[config.mk]
export PLATFORM = sky130hd
export DESIGN_NAME = seg7_scan_decoder
export DESIGN_NICKNAME = d
export VERILOG_FILES = /design/src/rtl/seg7_pkg.sv /design/src/rtl/seg7_scan_decoder_stabilizer.sv /design/src/rtl/seg7_scan_decoder.sv
export SDC_FILE = /design/constraint.sdc
export NUM_CORES = 1
export LEC_CHECK = 0
export ABC_AREA = 0
export CAP_MARGIN = 20
export CORE_MARGIN = 8
export CORE_UTILIZATION = 67
export DETAILED_ROUTE_END_ITERATION = 6
export DONT_BUFFER_PORTS = 1
export GPL_TIMING_DRIVEN = 0
export HOLD_SLACK_MARGIN = 0.02
export PLACE_DENSITY_LB_ADDON = 0.08
export SLEW_MARGIN = 10
export SYNTH_ARGS = -nofsm -noshare
export SYNTH_HDL_FRONTEND = slang
export SYNTH_SLANG_ARGS = --single-unit
[constraint.sdc]
create_clock -name clk -period 5.3 [get_ports clk]
set_input_delay 1.59 -clock clk [delete_from_list [all_inputs] [get_ports clk]]
set_output_delay 1.59 -clock clk [all_outputs]
set_load 0.02 [all_outputs]
[src/rtl/seg7_pkg.sv]
// seg7_pkg: shared segment codes, stabilizer state type and the
// reverse (segments to nibble) decode helper.
package seg7_pkg;

    localparam logic [6:0] SEG_0     = 7'b0000001;
    localparam logic [6:0] SEG_1     = 7'b1001111;
    localparam logic [6:0] SEG_2     = 7'b0010010;
    localparam logic [6:0] SEG_3     = 7'b0000110;
    localparam logic [6:0] SEG_4     = 7'b1001100;
    localparam logic [6:0] SEG_5     = 7'b0100100;
    localparam logic [6:0] SEG_6     = 7'b0100000;
    localparam logic [6:0] SEG_7     = 7'b0001111;
    localparam logic [6:0] SEG_8     = 7'b0000000;
    localparam logic [6:0] SEG_9     = 7'b0000100;
    localparam logic [6:0] SEG_A     = 7'b0001000;
    localparam logic [6:0] SEG_B     = 7'b1100000;
    localparam logic [6:0] SEG_C     = 7'b0110001;
    localparam logic [6:0] SEG_D     = 7'b1000010;
    localparam logic [6:0] SEG_E     = 7'b0110000;
    localparam logic [6:0] SEG_F     = 7'b0111000;
    localparam logic [6:0] SEG_BLANK = 7'b1111111;

    typedef enum logic [1:0] {
        ST_IDLE  = 2'd0,
        ST_TRACK = 2'd1,
        ST_HOLD  = 2'd2
    } stab_state_e;

    // Returns {err, nibble}; unknown patterns give nibble 0 with err set.
    function automatic logic [4:0] seg7_to_nibble(input logic [6:0] seg);
        logic [4:0] r;
        case (seg)
            SEG_0:   r = 5'h00;
            SEG_1:   r = 5'h01;
            SEG_2:   r = 5'h02;
            SEG_3:   r = 5'h03;
            SEG_4:   r = 5'h04;
            SEG_5:   r = 5'h05;
            SEG_6:   r = 5'h06;
            SEG_7:   r = 5'h07;
            SEG_8:   r = 5'h08;
            SEG_9:   r = 5'h09;
            SEG_A:   r = 5'h0A;
            SEG_B:   r = 5'h0B;
            SEG_C:   r = 5'h0C;
            SEG_D:   r = 5'h0D;
            SEG_E:   r = 5'h0E;
            SEG_F:   r = 5'h0F;
            default: r = 5'h10;
        endcase
        return r;
    endfunction

endpackage

[src/rtl/seg7_scan_decoder_stabilizer.sv]
// seg7_digit_stabilizer: registers the display lines, counts identical
// samples and strobes a capture once a digit has been stable long enough.
module seg7_digit_stabilizer
    import seg7_pkg::*;
#(
    parameter int NUM_DIGITS    = 4,
    parameter int STABLE_CYCLES = 4
) (
    input  logic                  i_clk,
    input  logic                  i_rst_n,
    input  logic [6:0]            i_seg_n,
    input  logic [NUM_DIGITS-1:0] i_dig_sel,
    output logic                  o_cap,
    output logic [NUM_DIGITS-1:0] o_cap_sel,
    output logic [3:0]            o_nibble,
    output logic                  o_err
);

    localparam int CNT_W = $clog2(STABLE_CYCLES + 1);
    localparam logic [CNT_W-1:0] C_STABLE = CNT_W'(STABLE_CYCLES);
    localparam logic [CNT_W-1:0] C_ONE    = CNT_W'(1);

    logic [6:0]            r_seg;
    logic [NUM_DIGITS-1:0] r_dig;
    logic [6:0]            r_pseg;
    logic [NUM_DIGITS-1:0] r_pdig;
    stab_state_e           r_state;
    logic [CNT_W-1:0]      r_cnt;

    stab_state_e           w_state_nxt;
    logic [CNT_W-1:0]      w_cnt_nxt;
    logic                  w_onehot;
    logic                  w_same;

    assign w_onehot = $onehot(r_dig);
    assign w_same   = (r_seg == r_pseg) && (r_dig == r_pdig);

    // Sample the raw lines once, and keep the previous sample for comparison
    always_ff @(posedge i_clk or negedge i_rst_n) begin
        if (!i_rst_n) begin
            r_seg  <= '0;
            r_dig  <= '0;
            r_pseg <= '0;
            r_pdig <= '0;
        end else begin
            r_seg  <= i_seg_n;
            r_dig  <= i_dig_sel;
            r_pseg <= r_seg;
            r_pdig <= r_dig;
        end
    end

    // State and stability counter register
    always_ff @(posedge i_clk or negedge i_rst_n) begin
        if (!i_rst_n) begin
            r_state <= ST_IDLE;
            r_cnt   <= '0;
        end else begin
            r_state <= w_state_nxt;
            r_cnt   <= w_cnt_nxt;
        end
    end

    // Next state and count from the current registered sample
    always_comb begin
        w_state_nxt = r_state;
        w_cnt_nxt   = r_cnt;
        case (r_state)
            ST_IDLE: begin
                if (w_onehot) begin
                    w_cnt_nxt   = C_ONE;
                    w_state_nxt = (C_ONE >= C_STABLE) ? ST_HOLD
                                                      : ST_TRACK;
                end else begin
                    w_cnt_nxt = '0;
                end
            end
            ST_TRACK: begin
                if (!w_onehot) begin
                    w_state_nxt = ST_IDLE;
                    w_cnt_nxt   = '0;
                end else begin
                    w_cnt_nxt   = w_same ? (r_cnt + C_ONE) : C_ONE;
                    w_state_nxt = (w_cnt_nxt >= C_STABLE) ? ST_HOLD
                                                          : ST_TRACK;
                end
            end
            ST_HOLD: begin
                // A change is not counted; tracking resumes next sample
                if (!w_same) begin
                    w_state_nxt = ST_IDLE;
                    w_cnt_nxt   = '0;
                end
            end
            default: begin
                w_state_nxt = ST_IDLE;
                w_cnt_nxt   = '0;
            end
        endcase
    end

    // Capture strobe fires on the transition into HOLD
    always_comb begin
        o_cap               = (r_state != ST_HOLD) &&
                              (w_state_nxt == ST_HOLD);
        o_cap_sel           = r_dig;
        {o_err, o_nibble}   = seg7_to_nibble(r_seg);
    end

endmodule

[src/rtl/seg7_scan_decoder.sv]
// seg7_scan_decoder: assembles stabilized digits into a scan frame and
// presents it on a valid/ready output with a sticky overrun flag.
module seg7_scan_decoder
    import seg7_pkg::*;
#(
    parameter int NUM_DIGITS    = 4,
    parameter int STABLE_CYCLES = 4
) (
    input  logic                    clk,
    input  logic                    rst_n,
    input  logic [6:0]              seg_n,
    input  logic [NUM_DIGITS-1:0]   dig_sel,
    output logic [4*NUM_DIGITS-1:0] out_value,
    output logic [NUM_DIGITS-1:0]   out_err,
    output logic                    out_valid,
    input  logic                    out_ready,
    output logic                    overrun,
    input  logic                    clr_overrun
);

    logic                    w_cap;
    logic [NUM_DIGITS-1:0]   w_cap_sel;
    logic [3:0]              w_nib;
    logic                    w_err;
    logic [NUM_DIGITS-1:0]   w_cap_bits;
    logic                    w_full;
    logic                    w_free;

    logic [NUM_DIGITS-1:0]   r_mask;
    logic [4*NUM_DIGITS-1:0] r_slot_val;
    logic [NUM_DIGITS-1:0]   r_slot_err;
    logic [4*NUM_DIGITS-1:0] r_out_val;
    logic [NUM_DIGITS-1:0]   r_out_err;
    logic                    r_valid;
    logic                    r_overrun;

    seg7_digit_stabilizer #(
        .NUM_DIGITS    (NUM_DIGITS),
        .STABLE_CYCLES (STABLE_CYCLES)
    ) u_stab (
        .i_clk     (clk),
        .i_rst_n   (rst_n),
        .i_seg_n   (seg_n),
        .i_dig_sel (dig_sel),
        .o_cap     (w_cap),
        .o_cap_sel (w_cap_sel),
        .o_nibble  (w_nib),
        .o_err     (w_err)
    );

    assign w_cap_bits = w_cap ? w_cap_sel : '0;
    assign w_full     = &r_mask;
    assign w_free     = !r_valid || out_ready;

    // Capture mask: cleared when a full frame leaves, whether kept or dropped
    always_ff @(posedge clk or negedge rst_n) begin
        if (!rst_n) begin
            r_mask <= '0;
        end else if (w_full) begin
            r_mask <= w_cap_bits;
        end else begin
            r_mask <= r_mask | w_cap_bits;
        end
    end

    // Digit slots: a recapture simply overwrites the previous value
    always_ff @(posedge clk or negedge rst_n) begin
        if (!rst_n) begin
            r_slot_val <= '0;
            r_slot_err <= '0;
        end else begin
            for (int k = 0; k < NUM_DIGITS; k++) begin
                if (w_cap_bits[k]) begin
                    r_slot_val[4*k +: 4] <= w_nib;
                    r_slot_err[k]        <= w_err;
                end
            end
        end
    end

    // Output register and handshake, with back-to-back reload
    always_ff @(posedge clk or negedge rst_n) begin
        if (!rst_n) begin
            r_out_val <= '0;
            r_out_err <= '0;
            r_valid   <= 1'b0;
        end else if (w_full && w_free) begin
            r_out_val <= r_slot_val;
            r_out_err <= r_slot_err;
            r_valid   <= 1'b1;
        end else if (r_valid && out_ready) begin
            r_valid   <= 1'b0;
        end
    end

    // Sticky overrun; a drop in the same cycle as a clear keeps it set
    always_ff @(posedge clk or negedge rst_n) begin
        if (!rst_n) begin
            r_overrun <= 1'b0;
        end else if (w_full && !w_free) begin
            r_overrun <= 1'b1;
        end else if (clr_overrun) begin
            r_overrun <= 1'b0;
        end
    end

    assign out_value = r_out_val;
    assign out_err   = r_out_err;
    assign out_valid = r_valid;
    assign overrun   = r_overrun;

endmodule

==> impl_metrics.ini <==
[worst_setup_path]
path_cells = ha_1 > ha_1 > fa_1 > nor4b_2 > and2_1 > buf_2 > nand3_4 > mux2_4
crit_path_end_kind = flop
slowest_delay_ns = 0.47
critPathKind = reg -> reg
crit_buf_inv = 1
cp_slowest_cell = dfrtp_1
critical_path.top_delay_family = adder cells
worstPathRequired_ns = 5.53
cp_max_fo = 6
crit_top_cell = ha_1
cp.arrival_ns = 3.18
cp-start-kind = flop

[cts]
cts_inserted_buffers = 9
clk_pin_slew_worst_paths_ns = 0.07
clock_path_buffers = 2
ctsResizeCount = 0
cts_tree = done
post_cts_buffers = 0
clock_latency_ns = 0.35
clock_sinks = 73
root_buffer = clkbuf_8
cts_hold_buffers = 0
htreeDepth = 3

[synth]
yosysSeqAreaShare_pct = 59.0
synth_nets = 240
synth_edf_count = 0
synthCells = 220
ys_warn_count = 0
netlist_area_sq_um = 3100
avgSynthCellArea_sq_um = 14.1
synth-async-reset-ratio_pct = 100
synthDistinctLibCells = 48
ys_ff_latch = 73
synth_flop_cell = dfrtp_1

[floorplanning]
die_w_um = 84.0
num_rows = 24
io_pins = 37
core_sq_um = 4410
fp.dieH_um = 84.0
start_util_pct = 70.1
die_area_sq_um = 7050

[routing]
drt-initial-drc-count = 98
detail-route-antenna-nets = 0
drt-total-wl_um = 5680
dr_wl_met3_um = 422
m1WireLength_um = 2340
met2WireLength_um = 2820
dr.pass1.iters = 4
top_layer = met4
drt-vias-per-instance = 6.13
drc = 0
wire_per_inst_um = 19.7
vias = 1766

[sta]
worst_clock_skew_ns = 0.00899
grt_setup_unrepaired = no
setup_viol = 0
slew_viol_final = 0
tns_ns = 0
fin_crit_ns = 2.95
fin_crit_sh_pct = 55.7
max_freq_ghz = 0.339
hold_viol = 0
maxSlewHeadroom_pct = 56.5
worstMarginPinSlew_ns = 0.642

[cells_and_area]
syn_to_final_growth_pct = 8.65
fillerInstances = 266
nets = 251
finalInstanceArea_sq_um = 3360
antenna_cells = 0
drive_gt1_share_pct = 21.6

[power_and_ir_drop]
finalPower_uw = 1060
powerDensity_nw_per_um2 = 315
p_leak_uw = 0.00170
ir_drop_uv = 210

[run]
maxCapViolations = 0

[place]
placed_area_sq_um = 3160
gp_congestion = 0.970
hpwl_um = 4040
portBuffers = 0

[grt]
grt_overflow = 0
grt_usage_pct = 17.0
grt_pass1_vias = 1839
grt_pass1_wl_um = 9470
grt_max_degree = 74
grt_antenna_before_repair = 0

[min_path]
holdCritPathClass = reg -> reg

[outcome]
outcome = complete, no violations
## layer usage
layer | vias up | GRT usage, %
li1 | 802 | -
met1 | 884 | 20.3
met2 | 69 | 26.5
met3 | 11 | 7.32
met4 | 0 | 6.75
met5 | - | 0
## area by class of cell
type | instances | area [sq um] | area share [%]
plain buffers | 11 | 58.8 | 1.75
clock buffers | 10 | 138 | 4.09
clock inverters | 6 | 65.1 | 1.93
inverters | 7 | 26.3 | 0.781
multi-input cells | 129 | 1180 | 35.2
flip-flops and latches | 73 | 1830 | 54.3
well taps | 52 | 65.1 | 1.93
## power by group
group          total (uW)  switching [uW]  leakage [uW]  internal (uW)
combinational        42.1            23.8      0.000634           18.3
clock                 439             207      0.000103            232
sequential            578            9.95      0.000967            568
total                1060             241       0.00170            818
## through the flow
step	worst slack [ns]	hold WS, ns	util [%]	cells
5_1_grt	2.21	0.396	76.2	288
3_3_place_gp	2.45	0.358	71.6	272
2_1_floorplan	2.60	0.352	-	220
4_1_cts	2.31	0.384	76.2	288
3_5_place_dp	2.38	0.366	71.6	272
6_report	2.35	0.378	76.2	288
## Yosys cell counts (2+ instances only)
| library cell | number | area (sq um) |
|---|---|---|
| mux2_2 | 9 | 101 |
| nor3_1 | 2 | 10.0 |
| ha_1 | 4 | 50.1 |
| nor4b_1 | 4 | 35.0 |
| xor2_1 | 12 | 105 |
| mux2i_1 | 5 | 50.1 |
| mux2_1 | 11 | 124 |
| a22o_1 | 2 | 17.5 |
| nand3_1 | 2 | 10.0 |
| buf_2 | 2 | 10.0 |
| and3_1 | 2 | 12.5 |
| clkbuf_1 | 5 | 18.8 |
| and4_1 | 2 | 17.5 |
| nand4_1 | 3 | 18.8 |
| dfrtp_1 | 73 | 1830 |
| nand2_1 | 16 | 60.1 |
| nor2_1 | 3 | 11.3 |
| a31oi_1 | 5 | 31.3 |
| inv_1 | 7 | 26.3 |
| buf_6 | 2 | 22.5 |
| nand3_4 | 4 | 70.1 |
| buf_1 | 2 | 7.51 |
| mux2_4 | 16 | 240 |
| o21ai_0 | 2 | 10.0 |
| and2_1 | 2 | 12.5 |
## sequential cells by signal, indices dropped and copies added (netlist names), 7 cells and up
name and flops:
r_slot_val 16, out_value 16, u_stab.r_pseg 7, u_stab.r_seg 7
## worst register-to-register path, delay by kind of cell, from the launching register on
kind | cells | cell delay [ns]
adder cells (fa/ha/maj) | 3 | 1.00
AND/OR/NAND/NOR | 3 | 0.78
flip-flops | 1 | 0.47
multiplexers | 1 | 0.34
buffers and inverters | 1 | 0.26
## path summary, 6_finish.rpt
path,slack (ns),startpoint,cells after the start,end
worst max-delay path,2.35,u_stab.o_cap_sel[2],8,r_slot_val[7]
worst min-delay path,0.38,u_stab.r_seg[4],0,u_stab.r_pseg[4]
worst max register to register,2.35,u_stab.o_cap_sel[2],8,r_slot_val[7]
worst min register to register,0.38,u_stab.r_seg[4],0,u_stab.r_pseg[4]
max in group asynchronous,4.26,rst_n,0,out_err[2]
min in group asynchronous,0.93,rst_n,0,u_stab.r_state[0]
## cell families after synthesis
family                     Yosys count  share of synthesized area (%)
muxes                               41                           16.7
adders and majority gates            5                           2.26
buffers and inverters               18                           2.75
and+or+nand+nor                     50                           11.0
xor gates and xnor gates            13                           3.68
AOI/OAI and AO/OA                   20                           4.61
DFF                                 73                           59.0
## cells in the final DEF (no fill, tap or decap), drive strengths merged, types with 2 or more instances in the layout
cell	synthesis	routed
dfrtp	73	73
mux2	36	36
nand2	16	16
clkbuf	5	15
xor2	12	12
inv	7	9
nand3	6	6
buf	6	6
a31oi	5	5
mux2i	5	5
nor4b	5	5
ha	4	4
nand4	3	3
nor2	3	3
o21ai	3	3
nor3	2	2
and4	2	2
and2	2	2
and3	2	2
a22o	2	2
clkinv	0	2
nor4	2	2
a21boi	2	2
No activity file was read; power rests on OpenSTA's default activity.
